`src/rtl/matrix_bank_loader.sv`:
```
// matrix_bank_loader
//   Loads 5x7 pixel rows into one of four display banks through a staging
//   buffer. A bank is only overwritten, atomically, once all seven rows have
//   arrived in order. A dwell counter can rotate the displayed bank.
//
// Optional feature macro: MATRIX_BANK_LOADER_ROTATE_EN
//   defined   -> ROTATE=1 auto-rotates banks every DWELL_CYCLES clocks
//   undefined -> ROTATE ignored, displayed bank always follows MAN_SEL
//
// Ports
//   CLK, RST_N          clock, asynchronous active-low reset
//   WR_VALID/WR_READY   row write handshake
//   WR_BANK             target bank (sampled with row 0)
//   WR_ROW, WR_DATA     row index 0..6 and its 5 pixels (bit c = column c)
//   ROTATE, MAN_SEL     auto-rotate enable, manual bank select
//   FRAME_OUT           all banks, bit bank*35 + row*5 + col
//   SEL0, SEL1          displayed bank = 2*SEL0 + SEL1
//   DONE, ERR           one-cycle pulses: commit finished / load aborted
module matrix_bank_loader #(
  parameter int unsigned DWELL_CYCLES = 1000
) (
  input  logic         CLK,
  input  logic         RST_N,
  input  logic         WR_VALID,
  output logic         WR_READY,
  input  logic [1:0]   WR_BANK,
  input  logic [2:0]   WR_ROW,
  input  logic [4:0]   WR_DATA,
  input  logic         ROTATE,
  input  logic [1:0]   MAN_SEL,
  output logic [139:0] FRAME_OUT,
  output logic         SEL0,
  output logic         SEL1,
  output logic         DONE,
  output logic         ERR
);

  typedef enum logic [1:0] {S_IDLE, S_LOAD, S_COMMIT} state_e;

  state_e       state_q, state_d;
  logic [34:0]  stage_q, stage_d;
  logic [1:0]   bank_q, bank_d;
  logic [2:0]   exp_row_q, exp_row_d;
  logic [139:0] frame_q, frame_d;
  logic         done_q, done_d;
  logic         err_q, err_d;
  logic [1:0]   sel_q, sel_d;
  logic         accept;
  logic [34:0]  row_ins;

  assign accept = WR_VALID && WR_READY;

  // Staging buffer with the offered row merged in at WR_ROW.
  always_comb begin
    row_ins = stage_q;
    case (WR_ROW)
      3'd0:    row_ins[4:0]   = WR_DATA;
      3'd1:    row_ins[9:5]   = WR_DATA;
      3'd2:    row_ins[14:10] = WR_DATA;
      3'd3:    row_ins[19:15] = WR_DATA;
      3'd4:    row_ins[24:20] = WR_DATA;
      3'd5:    row_ins[29:25] = WR_DATA;
      3'd6:    row_ins[34:30] = WR_DATA;
      default: row_ins = stage_q;
    endcase
  end

  // State register
  always_ff @(posedge CLK or negedge RST_N) begin
    if (!RST_N) state_q <= S_IDLE;
    else        state_q <= state_d;
  end

  // Next-state and load-path logic
  always_comb begin
    state_d   = state_q;
    stage_d   = stage_q;
    bank_d    = bank_q;
    exp_row_d = exp_row_q;
    done_d    = 1'b0;
    err_d     = 1'b0;
    case (state_q)
      S_IDLE: begin
        if (accept) begin
          if (WR_ROW == 3'd0) begin
            state_d   = S_LOAD;
            bank_d    = WR_BANK;
            exp_row_d = 3'd1;
            stage_d   = {30'b0, WR_DATA};
          end else begin
            err_d = 1'b1;
          end
        end
      end
      S_LOAD: begin
        if (accept) begin
          if (WR_ROW == 3'd0) begin
            // Row 0 restarts silently, possibly retargeting another bank.
            bank_d    = WR_BANK;
            exp_row_d = 3'd1;
            stage_d   = {30'b0, WR_DATA};
          end else if (WR_ROW == exp_row_q) begin
            stage_d   = row_ins;
            exp_row_d = exp_row_q + 3'd1;
            if (WR_ROW == 3'd6) begin
              state_d = S_COMMIT;
              done_d  = 1'b1;  // registered, so DONE is high during COMMIT
            end
          end else begin
            state_d = S_IDLE;
            stage_d = '0;
            err_d   = 1'b1;
          end
        end
      end
      S_COMMIT: state_d = S_IDLE;
      default:  state_d = S_IDLE;
    endcase
  end

  // Output logic
  always_comb begin
    WR_READY = (state_q != S_COMMIT);
  end

  // Banks live directly in the output register; only COMMIT touches them.
  always_comb begin
    frame_d = frame_q;
    if (state_q == S_COMMIT) begin
      case (bank_q)
        2'd0: frame_d[34:0]    = stage_q;
        2'd1: frame_d[69:35]   = stage_q;
        2'd2: frame_d[104:70]  = stage_q;
        2'd3: frame_d[139:105] = stage_q;
        default: frame_d = frame_q;
      endcase
    end
  end

`ifdef MATRIX_BANK_LOADER_ROTATE_EN
  localparam logic [15:0] DWELL_LAST = 16'(DWELL_CYCLES - 1);

  logic [15:0] dwell_q, dwell_d;

  // Counter is pinned at 0 while manual, so rotation starts a full dwell
  // on whatever bank is already displayed.
  always_comb begin
    dwell_d = '0;
    sel_d   = MAN_SEL;
    if (ROTATE) begin
      sel_d = sel_q;
      if (dwell_q == DWELL_LAST) begin
        dwell_d = '0;
        sel_d   = sel_q + 2'd1;
      end else begin
        dwell_d = dwell_q + 16'd1;
      end
    end
  end

  always_ff @(posedge CLK or negedge RST_N) begin
    if (!RST_N) dwell_q <= '0;
    else        dwell_q <= dwell_d;
  end
`else
  logic unused_rotate;
  assign unused_rotate = ROTATE ^ (DWELL_CYCLES > 0);

  always_comb begin
    sel_d = MAN_SEL;
  end
`endif

  // Datapath registers
  always_ff @(posedge CLK or negedge RST_N) begin
    if (!RST_N) begin
      stage_q   <= '0;
      bank_q    <= '0;
      exp_row_q <= '0;
      frame_q   <= '0;
      done_q    <= 1'b0;
      err_q     <= 1'b0;
      sel_q     <= '0;
    end else begin
      stage_q   <= stage_d;
      bank_q    <= bank_d;
      exp_row_q <= exp_row_d;
      frame_q   <= frame_d;
      done_q    <= done_d;
      err_q     <= err_d;
      sel_q     <= sel_d;
    end
  end

  assign FRAME_OUT = frame_q;
  assign SEL0      = sel_q[1];
  assign SEL1      = sel_q[0];
  assign DONE      = done_q;
  assign ERR       = err_q;

endmodule
```
`config.mk`:
```
export PLATFORM = sky130hd
export DESIGN_NAME = matrix_bank_loader
export DESIGN_NICKNAME = d
export VERILOG_FILES = /design/src/rtl/matrix_bank_loader.sv
export SDC_FILE = /design/constraint.sdc
export NUM_CORES = 1
export LEC_CHECK = 0
export CAP_MARGIN = 5
export CORE_MARGIN = 3
export CORE_UTILIZATION = 35
export CTS_BUF_LIST = sky130_fd_sc_hd__clkbuf_4 sky130_fd_sc_hd__clkbuf_8 sky130_fd_sc_hd__clkbuf_16
export CTS_CLUSTER_DIAMETER = 50
export CTS_CLUSTER_SIZE = 16
export DETAILED_ROUTE_END_ITERATION = 8
export GPL_ROUTABILITY_DRIVEN = 0
export SLEW_MARGIN = 20
export SYNTH_ARGS = -nofsm -noshare
export SYNTH_HDL_FRONTEND = slang
export SYNTH_SLANG_ARGS = --single-unit
```
`constraint.sdc`:
```
create_clock -name CLK -period 3.1 [get_ports CLK]
set_input_delay 0.62 -clock CLK [delete_from_list [all_inputs] [get_ports CLK]]
set_output_delay 0.62 -clock CLK [all_outputs]
set_load 0.05 [all_outputs]
```
==> impl_metrics.toml, run 1 <==
[outcome]
outcome = "finished, final reports clean"

[timing]
fmax_mhz = 367
finalMaxSlewViolations = 0
layout_setup_ws_ns = 0.377
rsz0062_at_grt = "false"
hold_viol = 0
period_needed_ns = 2.72
tightest_slew_ns = 0.745
max_slew_margin_pct = 50.3
finalCritPeriodShare_pct = 87.8
finalClockSkew_ns = 0.00832
setup_viol = 0
final.setup.tns_ns = 0

[die]
fp-row-count = 52
start_util_pct = 35.9
die_width_um = 150
dieArea_mm2 = 0.0226
ioPinCount = 161
die_y_um = 150
core_mm2 = 0.0204

[cts]
clk_pin_slew_ns = 0.07
clock-sinks = 186
htreeDepth = 4
insertion_delay_ns = 0.42
post_cts_buffers = 0
hold_buffers = 0
clockBufferDepth = 2
cts-root-buf = "clkbuf_16"
cts_tree = "done"
cts_made_buffers = 17
cts_resized = 0

[logic_synthesis]
yosysWarnings = 0
ys_async_sr_fraction_pct = 100
synth_area_leader_cell = "dfrtp_1"
synth.area.top_cells = "dfrtp_1 (64%), mux2_2 (23%), a22o_1 (2.3%)"
synthCells = 445
netlist_area_mm2 = 0.00730
synth_ff_type = "dfrtp_1"
synth.top_cell.area_share_pct = 63.8
synth_seq_cells = 186
synth.net_count = 462
syn_avg_cell_area_um2 = 16.4
synth_seq_area_share_pct = 63.8
synth_edf_count = 0
yosysUniqueCellTypes = 38
synth.most_common_cell = "dfrtp_1"
synthTopCellsByCount = "dfrtp_1 (186), mux2_2 (149), a22o_1 (19), buf_4 (10), and3_1 (9)"

[layout]
drive_gt1_share_pct = 34.2
syn2layout_area_growth_pct = 34.8
nets = 630
final_area_mm2 = 0.00984
diodes = 0
layoutNonFillerInstCount = 895

[power_and_ir_drop]
powerDensity_mw_per_mm2 = 512
max-vdd-ir-drop_v = 0.000393
p_leak_nw = 4.67
power_mw = 5.04

[critical_path]
setup.worst_path.class = "flip-flop to primary output"
crit_chain = "nand2b_1 > clkdlybuf4s50_1"
start_kind = "flip-flop"
worstPathArrival_ns = 2.10
end_kind = "primary output"
critPathMaxStageDelay_ns = 0.90
cp_max_fo = 7
cp_data_required_time_ns = 2.48
cp_slowest_cell = "clkdlybuf4s50_1"
cpLargestDelayFamily = "buffers and inverters"
cp.buffers_inverters = 1

[grt]
grt_pass1_vias = 4789
antenna_found_initial = 1
grt_pass1_wl_mm = 27.0
grt_max_degree = 94
grt_use_total_pct = 15.7
grt-ovfl-total = 0

[detailed_routing]
wl_per_cell_um = 19.3
firstDrtPassIters = 4
postRouteAntennaNets = 0
first_iter_violations = 128
viasPerCell = 4.89
vias = 4377
route.detailed.drc = 0
wirelength_mm = 17.3

[place]
dpl.hpwl_mm = 12.1
dpl-instance-area_mm2 = 0.00920
io_buffers = 159
dp.cells = 864
place_worst_setup_slack_ns = 0.421

[run]
drv_cap = 0

[hold_path]
worst_hold_path_type = "primary input to async pin"
==> layer usage <==
metal / GRT usage (%) / share of wire (%)
met5: 0 / 0.040
met4: 3.84 / 0.93
met3: 4.18 / 4.9
met2: 27.4 / 52
met1: 19.4 / 42
==> final timing paths <==
check / start / to / slack (ns) / depth (start not counted)
setup / recovery: state_q[0] / WR_READY / 0.38 / 2
hold / removal: RST_N / FRAME_OUT[10] / 0.27 / 1
setup reg to reg: state_q[0] / FRAME_OUT[27] / 0.94 / 4
hold reg to reg: FRAME_OUT[131] / FRAME_OUT[131] / 0.50 / 1
max in group asynchronous: RST_N / FRAME_OUT[132] / 2.07 / 2
min in group CLK: FRAME_OUT[131] / FRAME_OUT[131] / 0.50 / 1
==> metrics by stage <==
| step | hold WS, ns | utilization [%] |
|---|---|---|
| after global placement | 0.475 | 45.2 |
| after floorplan | 0.324 | - |
| after CTS | 0.296 | 48.3 |
| final | 0.272 | 48.3 |
| after global routing | 0.310 | 48.3 |
| after detailed placement | 0.491 | 45.2 |
==> power breakdown <==
| part | switching, mW | internal, mW | leakage, nW |
|---|---|---|---|
| combinational | 0.124 | 0.0729 | 1.77 |
| clock | 0.930 | 1.42 | 0.319 |
| sequential | 0.0409 | 2.45 | 2.58 |
| total | 1.09 | 3.94 | 4.67 |
==> kinds of logic after synthesis <==
family / count (synthesis) / share of synthesized area, %
AO/OA/AOI/OAI: 37 / 4.23
XOR/XNOR: 3 / 0.668
flip-flops: 186 / 63.8
adder cells (fa/ha/maj): 1 / 0.171
multiplexers: 158 / 24.6
AND/OR/NAND/NOR: 38 / 4.46
buffers and inverters: 22 / 2.11
==> sequential cells by signal, summed over array words and instances (netlist names) <==
name / flops
FRAME_OUT: 140
stage_q: 35
exp_row_q: 3
bank_q: 2
sel_q: 2
state_q: 2
DONE: 1
ERR: 1
==> placed cells by master (no fill, tap or decap), drive strengths merged <==
cell,netlist,final
clkbuf,2,21
a22oi,1,1
nand3b,1,1
xnor2,3,3
mux2i,1,1
a32o,2,2
bufinv,0,4
clkinv,0,2
ha,1,1
nand4,1,1
and4,2,2
o21ai,8,8
clkdlybuf4s50,0,158
nand4b,1,1
a21oi,6,6
dfrtp,186,186
mux2,157,157
and3,9,9
nor2b,2,2
nand3,1,1
or3,1,1
nor4,2,2
nor3b,2,2
or2,3,3
buf,17,9
nor3,4,4
nand2,3,3
nand2b,4,4
a22o,19,19
nor2,2,2
o21a,1,1
inv,3,8
==> area by class of cell <==
type	count	area [um^2]
sequential	186	4650
clock buffer	20	460
tap	270	338
timing repair buffer	168	1700
inverter	3	11.3
fill	1771	10500
clock inverter	11	183
multi-input combinational	237	2490
Power figures use the tool's default switching activity.
==> run 2, diff against run 1 <==
CORE_ASPECT_RATIO = 0.6   (was default)
==> run 2 against run 1 <==
Compared with the run above: cell count rose by 0.45%; combinational power barely moved; clock power down 10%; worst setup slack worse by 0.069 ns; via count decreased by 0.39%; sequential power hardly changed; non-clock buffer count did not move; final area down 0.71%; utilization hardly changed; highest routed layer unchanged.
==> impl_metrics.toml, run 2 (same netlist as run 1, synthesis figures left out) <==
[outcome]
outcome = "finished, final reports clean"

[timing]
fmax_mhz = 358
holdWs_ns = 0.167
finalCritPeriodShare_pct = 90.1
setup_viol = 0
final.setup.tns_ns = 0
finalMaxSlewViolations = 0
hold_viol = 0
rsz0062_at_grt = "false"
finalClockSkew_ns = 0.0147
max_slew_margin_pct = 56.6
period_needed_ns = 2.79
tightest_slew_ns = 0.651

[critical_path]
cp-startpoint = "state_q[0]"
start_kind = "flip-flop"
worstReg2RegStart = "state_q[0]"
cp_data_required_time_ns = 2.48
cp_max_fo = 7
setup.worst_path.class = "flip-flop to primary output"
crit_chain = "nand2b_1 > clkdlybuf4s50_1"
cp_slowest_cell = "clkdlybuf4s50_1"
end_kind = "primary output"
critPathMaxStageDelay_ns = 0.92
worstPathArrival_ns = 2.17

[grt]
antenna_found_initial = 1
grt_max_degree = 67
grt-ovfl-total = 0
grt_use_total_pct = 16.5
grt_pass1_wl_mm = 28.3
grt_pass1_vias = 4726

[cts]
clockBufferDepth = 2
cts_resized = 0
insertion_delay_ns = 0.44
cts-root-buf = "clkbuf_16"
post_cts_buffers = 0
clock-sinks = 186
hold_buffers = 0
cts_tree = "done"
clk_pin_slew_ns = 0.07
cts_made_buffers = 17
htreeDepth = 4

[hold_path]
worst_hold_path_type = "primary input to async pin"

[die]
ioPinCount = 161
dieArea_mm2 = 0.0227
core_mm2 = 0.0202
die_width_um = 192
die_y_um = 118
start_util_pct = 36.1
fp-row-count = 40

[layout]
drive_gt1_share_pct = 34.3
diodes = 0
nets = 630
layout_common_cells = "dfrtp_1 (186), clkdlybuf4s50_1 (158), mux2_2 (149)"
final_common_cell = "dfrtp_1"
syn2layout_area_growth_pct = 33.8
largest_register_ffs = 140

[place]
dpl.hpwl_mm = 12.7
io_buffers = 159

[detailed_routing]
firstDrtPassIters = 5
vias = 4360
viasPerCell = 4.85
wirelength_mm = 18.0
first_iter_violations = 156
wl_per_cell_um = 20.1
route.detailed.drc = 0
postRouteAntennaNets = 0

[power_and_ir_drop]
power_mw = 4.80
max-vdd-ir-drop_v = 0.000396
powerDensity_mw_per_mm2 = 491
p_leak_nw = 4.62

[run]
drv_cap = 0
[run 2: changes by cell type in the layout (fill, tap and decap cells not counted)]
cell | previous run | this run
clkinvlp_4 | 0 | 5
clkinv_2 | 1 | 2
clkbuf_4 | 1 | 0
clkbuf_8 | 3 | 1
clkinv_4 | 1 | 2
bufinv_16 | 4 | 1
[run 2: final cells by class]
class	count	area (um^2)
clock buffers	17	425
clock inverters	15	144
fillers	1776	10500
inverters	3	11.3
multi-input cells	237	2490
flip-flops and latches	186	4650
well taps	273	342
repair buffers	168	1700
[run 2: worst max-delay path: cells and delay by family (launching register included)]
kind	cells	cell delay [ns]
DFF	1	0.48
buffers and inverters	1	0.92
and+or+nand+nor	1	0.35
[run 2: routing by layer]
metal | vias up | global-route usage [%] | routed length [um]
met3 | 10 | 7.05 | 1400
met4 | 2 | 3.82 | 124
li1 | 1952 | - | -
met1 | 2276 | 23.7 | 8920
met2 | 120 | 23.2 | 7580
met5 | - | 0 | 13
[run 2: report_power, final]
part	internal, mW	total (mW)	switching [mW]	leakage (nW)
Clock	1.12	2.11	0.985	0.266
Sequential	2.45	2.49	0.0422	2.58
Combinational	0.0720	0.196	0.124	1.77
[run 2: metrics by stage]
| step | util [%] | cells | cell area (um^2) | setup slack (ns) |
|---|---|---|---|---|
| finish | 48.3 | 899 | 9770 | 0.308 |
| global route | 48.3 | 899 | 9770 | 0.178 |
| CTS | 48.3 | 899 | 9770 | 0.272 |
| detailed placement | 45.5 | 867 | 9200 | 0.373 |
| global placement | 45.5 | 867 | 9200 | 0.445 |
| floorplan | - | 445 | 7300 | 1.15 |
[run 2: worst paths after layout]
path	cells after the start	slack, ns	endpoint
max	2	0.31	WR_READY
min	1	0.17	FRAME_OUT[15]
max reg2reg	4	1.02	FRAME_OUT[48]
min reg2reg	1	0.49	FRAME_OUT[24]
max in group asynchronous	2	2.07	FRAME_OUT[72]
min in group CLK	1	0.49	FRAME_OUT[24]
==> run 3, diff against run 2 <==
CORE_MARGIN = default   (was 3)
==> run 3 against run 2 <==
Compared with the run above: clock skew decreased by 0.0064 ns; die area down 5.4%; wire length fell by 2.2%; critical endpoint unchanged; largest power group unchanged.
==> impl_metrics.toml, run 3 (same netlist as run 1, synthesis figures left out) <==
[timing]
setup_viol = 0
finalMaxSlewViolations = 0
fmax_mhz = 357
hold_viol = 0
finalClockSkew_ns = 0.00826
period_needed_ns = 2.80
layout_setup_ws_ns = 0.302
rsz0062_at_grt = "false"
holdWs_ns = 0.218
tightest_slew_ns = 0.701
finalCritPeriodShare_pct = 90.3
max_slew_margin_pct = 53.3
final.setup.tns_ns = 0

[grt]
grt_use_total_pct = 17.4
antenna_found_initial = 1
grt_pass1_vias = 4640
grt_pass1_wl_mm = 27.8
grt_max_degree = 86
grt-ovfl-total = 0

[critical_path]
cp_data_required_time_ns = 2.48
rr_worst_depth = 4
rrSetupSlack_ns = 0.99
worstReg2RegStart = "state_q[0]"
setup.worst_path.class = "flip-flop to primary output"
cp-startpoint = "state_q[0]"
r2r-end = "FRAME_OUT[6]"
worstPathArrival_ns = 2.18
cp_max_fo = 7
cp-endpoint = "WR_READY"
start_kind = "flip-flop"
end_kind = "primary output"

[layout]
largest_register_ffs = 140
utilization_pct = 48.7
nets = 632
num-fill-cells = 1749
syn2layout_area_growth_pct = 34.9
drive_gt1_share_pct = 34.6
multi_input_area_mm2 = 0.00249
layout_common_cells = "dfrtp_1 (186), clkdlybuf4s50_1 (158), mux2_2 (149)"
final_common_cell = "dfrtp_1"
layoutNonFillerInstCount = 903
final_area_mm2 = 0.00985
seqCellArea_mm2 = 0.00465

[cts]
cts_tree = "done"
clock-sinks = 186
cts_resized = 0
clk_pin_slew_ns = 0.07
clockBufferDepth = 2
hold_buffers = 0
cts_made_buffers = 17
htreeDepth = 4
insertion_delay_ns = 0.43
post_cts_buffers = 0
cts-root-buf = "clkbuf_16"

[place]
dpl.hpwl_mm = 12.3
dpl-instance-area_mm2 = 0.00919
place_worst_setup_slack_ns = 0.410
dp.cells = 869
io_buffers = 159

[detailed_routing]
first_iter_violations = 245
postRouteAntennaNets = 0
route.detailed.drc = 0
wl_per_cell_um = 19.5
vias = 4380
viasPerCell = 4.85
wirelength_mm = 17.6
firstDrtPassIters = 4

[power_and_ir_drop]
p_leak_nw = 4.67
powerDensity_mw_per_mm2 = 519
p_clk_share_pct = 47.4
p_switching_mw = 1.14
max-vdd-ir-drop_v = 0.000352
combPwrFrac_pct = 3.8
p_int_mw = 3.97
p_seq_share_pct = 48.8
power_mw = 5.11
switching_share_pct = 22.2

[die]
start_util_pct = 36.1
core_mm2 = 0.0202
dieArea_mm2 = 0.0215
fp-row-count = 40
die_width_um = 188
die_y_um = 114
ioPinCount = 161

[hold_path]
worst_hold_path_type = "primary input to async pin"

[run]
drv_cap = 0

[outcome]
outcome = "finished, final reports clean"
[run 3: cell types whose count changed in the layout (fill, tap and decap cells not counted), sizes merged]
cell      before  now
clkinvlp       5    1
inv            8   10
diode          0    2
buf            9   11
bufinv         1    5
clkinv         4    2
[run 3: power groups by stage]
| stage | Sequential (mW) | Combinational [mW] | Clock, mW |
|---|---|---|---|
| floorplan | 2.54 | 0.0834 | 0 |
| global placement | 2.54 | 0.193 | 0 |
| detailed placement | 2.54 | 0.199 | 0 |
| CTS | 2.50 | 0.199 | 2.49 |
| global route | 2.50 | 0.216 | 2.59 |
| finish | 2.50 | 0.194 | 2.42 |
[run 3: routing by layer]
layer  vias to the layer above  wire (um)  track usage, %
li1                       1965          -               -
met1                      2275       8560            24.6
met2                       126       7370            24.3
met3                        14       1540            7.02
met4                         0        162            5.16
met5                         -          0               0
[run 3: critical path, stage by stage, from the launching register on]
cell and delay [ns]:
dfrtp_1 0.46, nand2b_1 0.35, clkdlybuf4s50_1 0.94
[run 3: layout make-up]
type                       instances  share of cell area, %
tap                              273                   3.47
antenna                            2                 0.0508
sequential                       186                   47.2
inverter                           3                  0.114
multi-input combinational        237                   25.3
clock buffer                      17                   4.32
clock inverter                    15                   2.35
timing repair buffer             170                   17.2
[run 3: worst min path at each step]
stage | endpoint | startpoint | slack [ns]
after detailed placement | FRAME_OUT[24] | FRAME_OUT[24] | 0.48
after floorplan | DONE | RST_N | 0.32
after global routing | FRAME_OUT[13] | RST_N | 0.27
final | FRAME_OUT[56] | RST_N | 0.22
after global placement | FRAME_OUT[24] | FRAME_OUT[24] | 0.47
after CTS | FRAME_OUT[10] | RST_N | 0.24
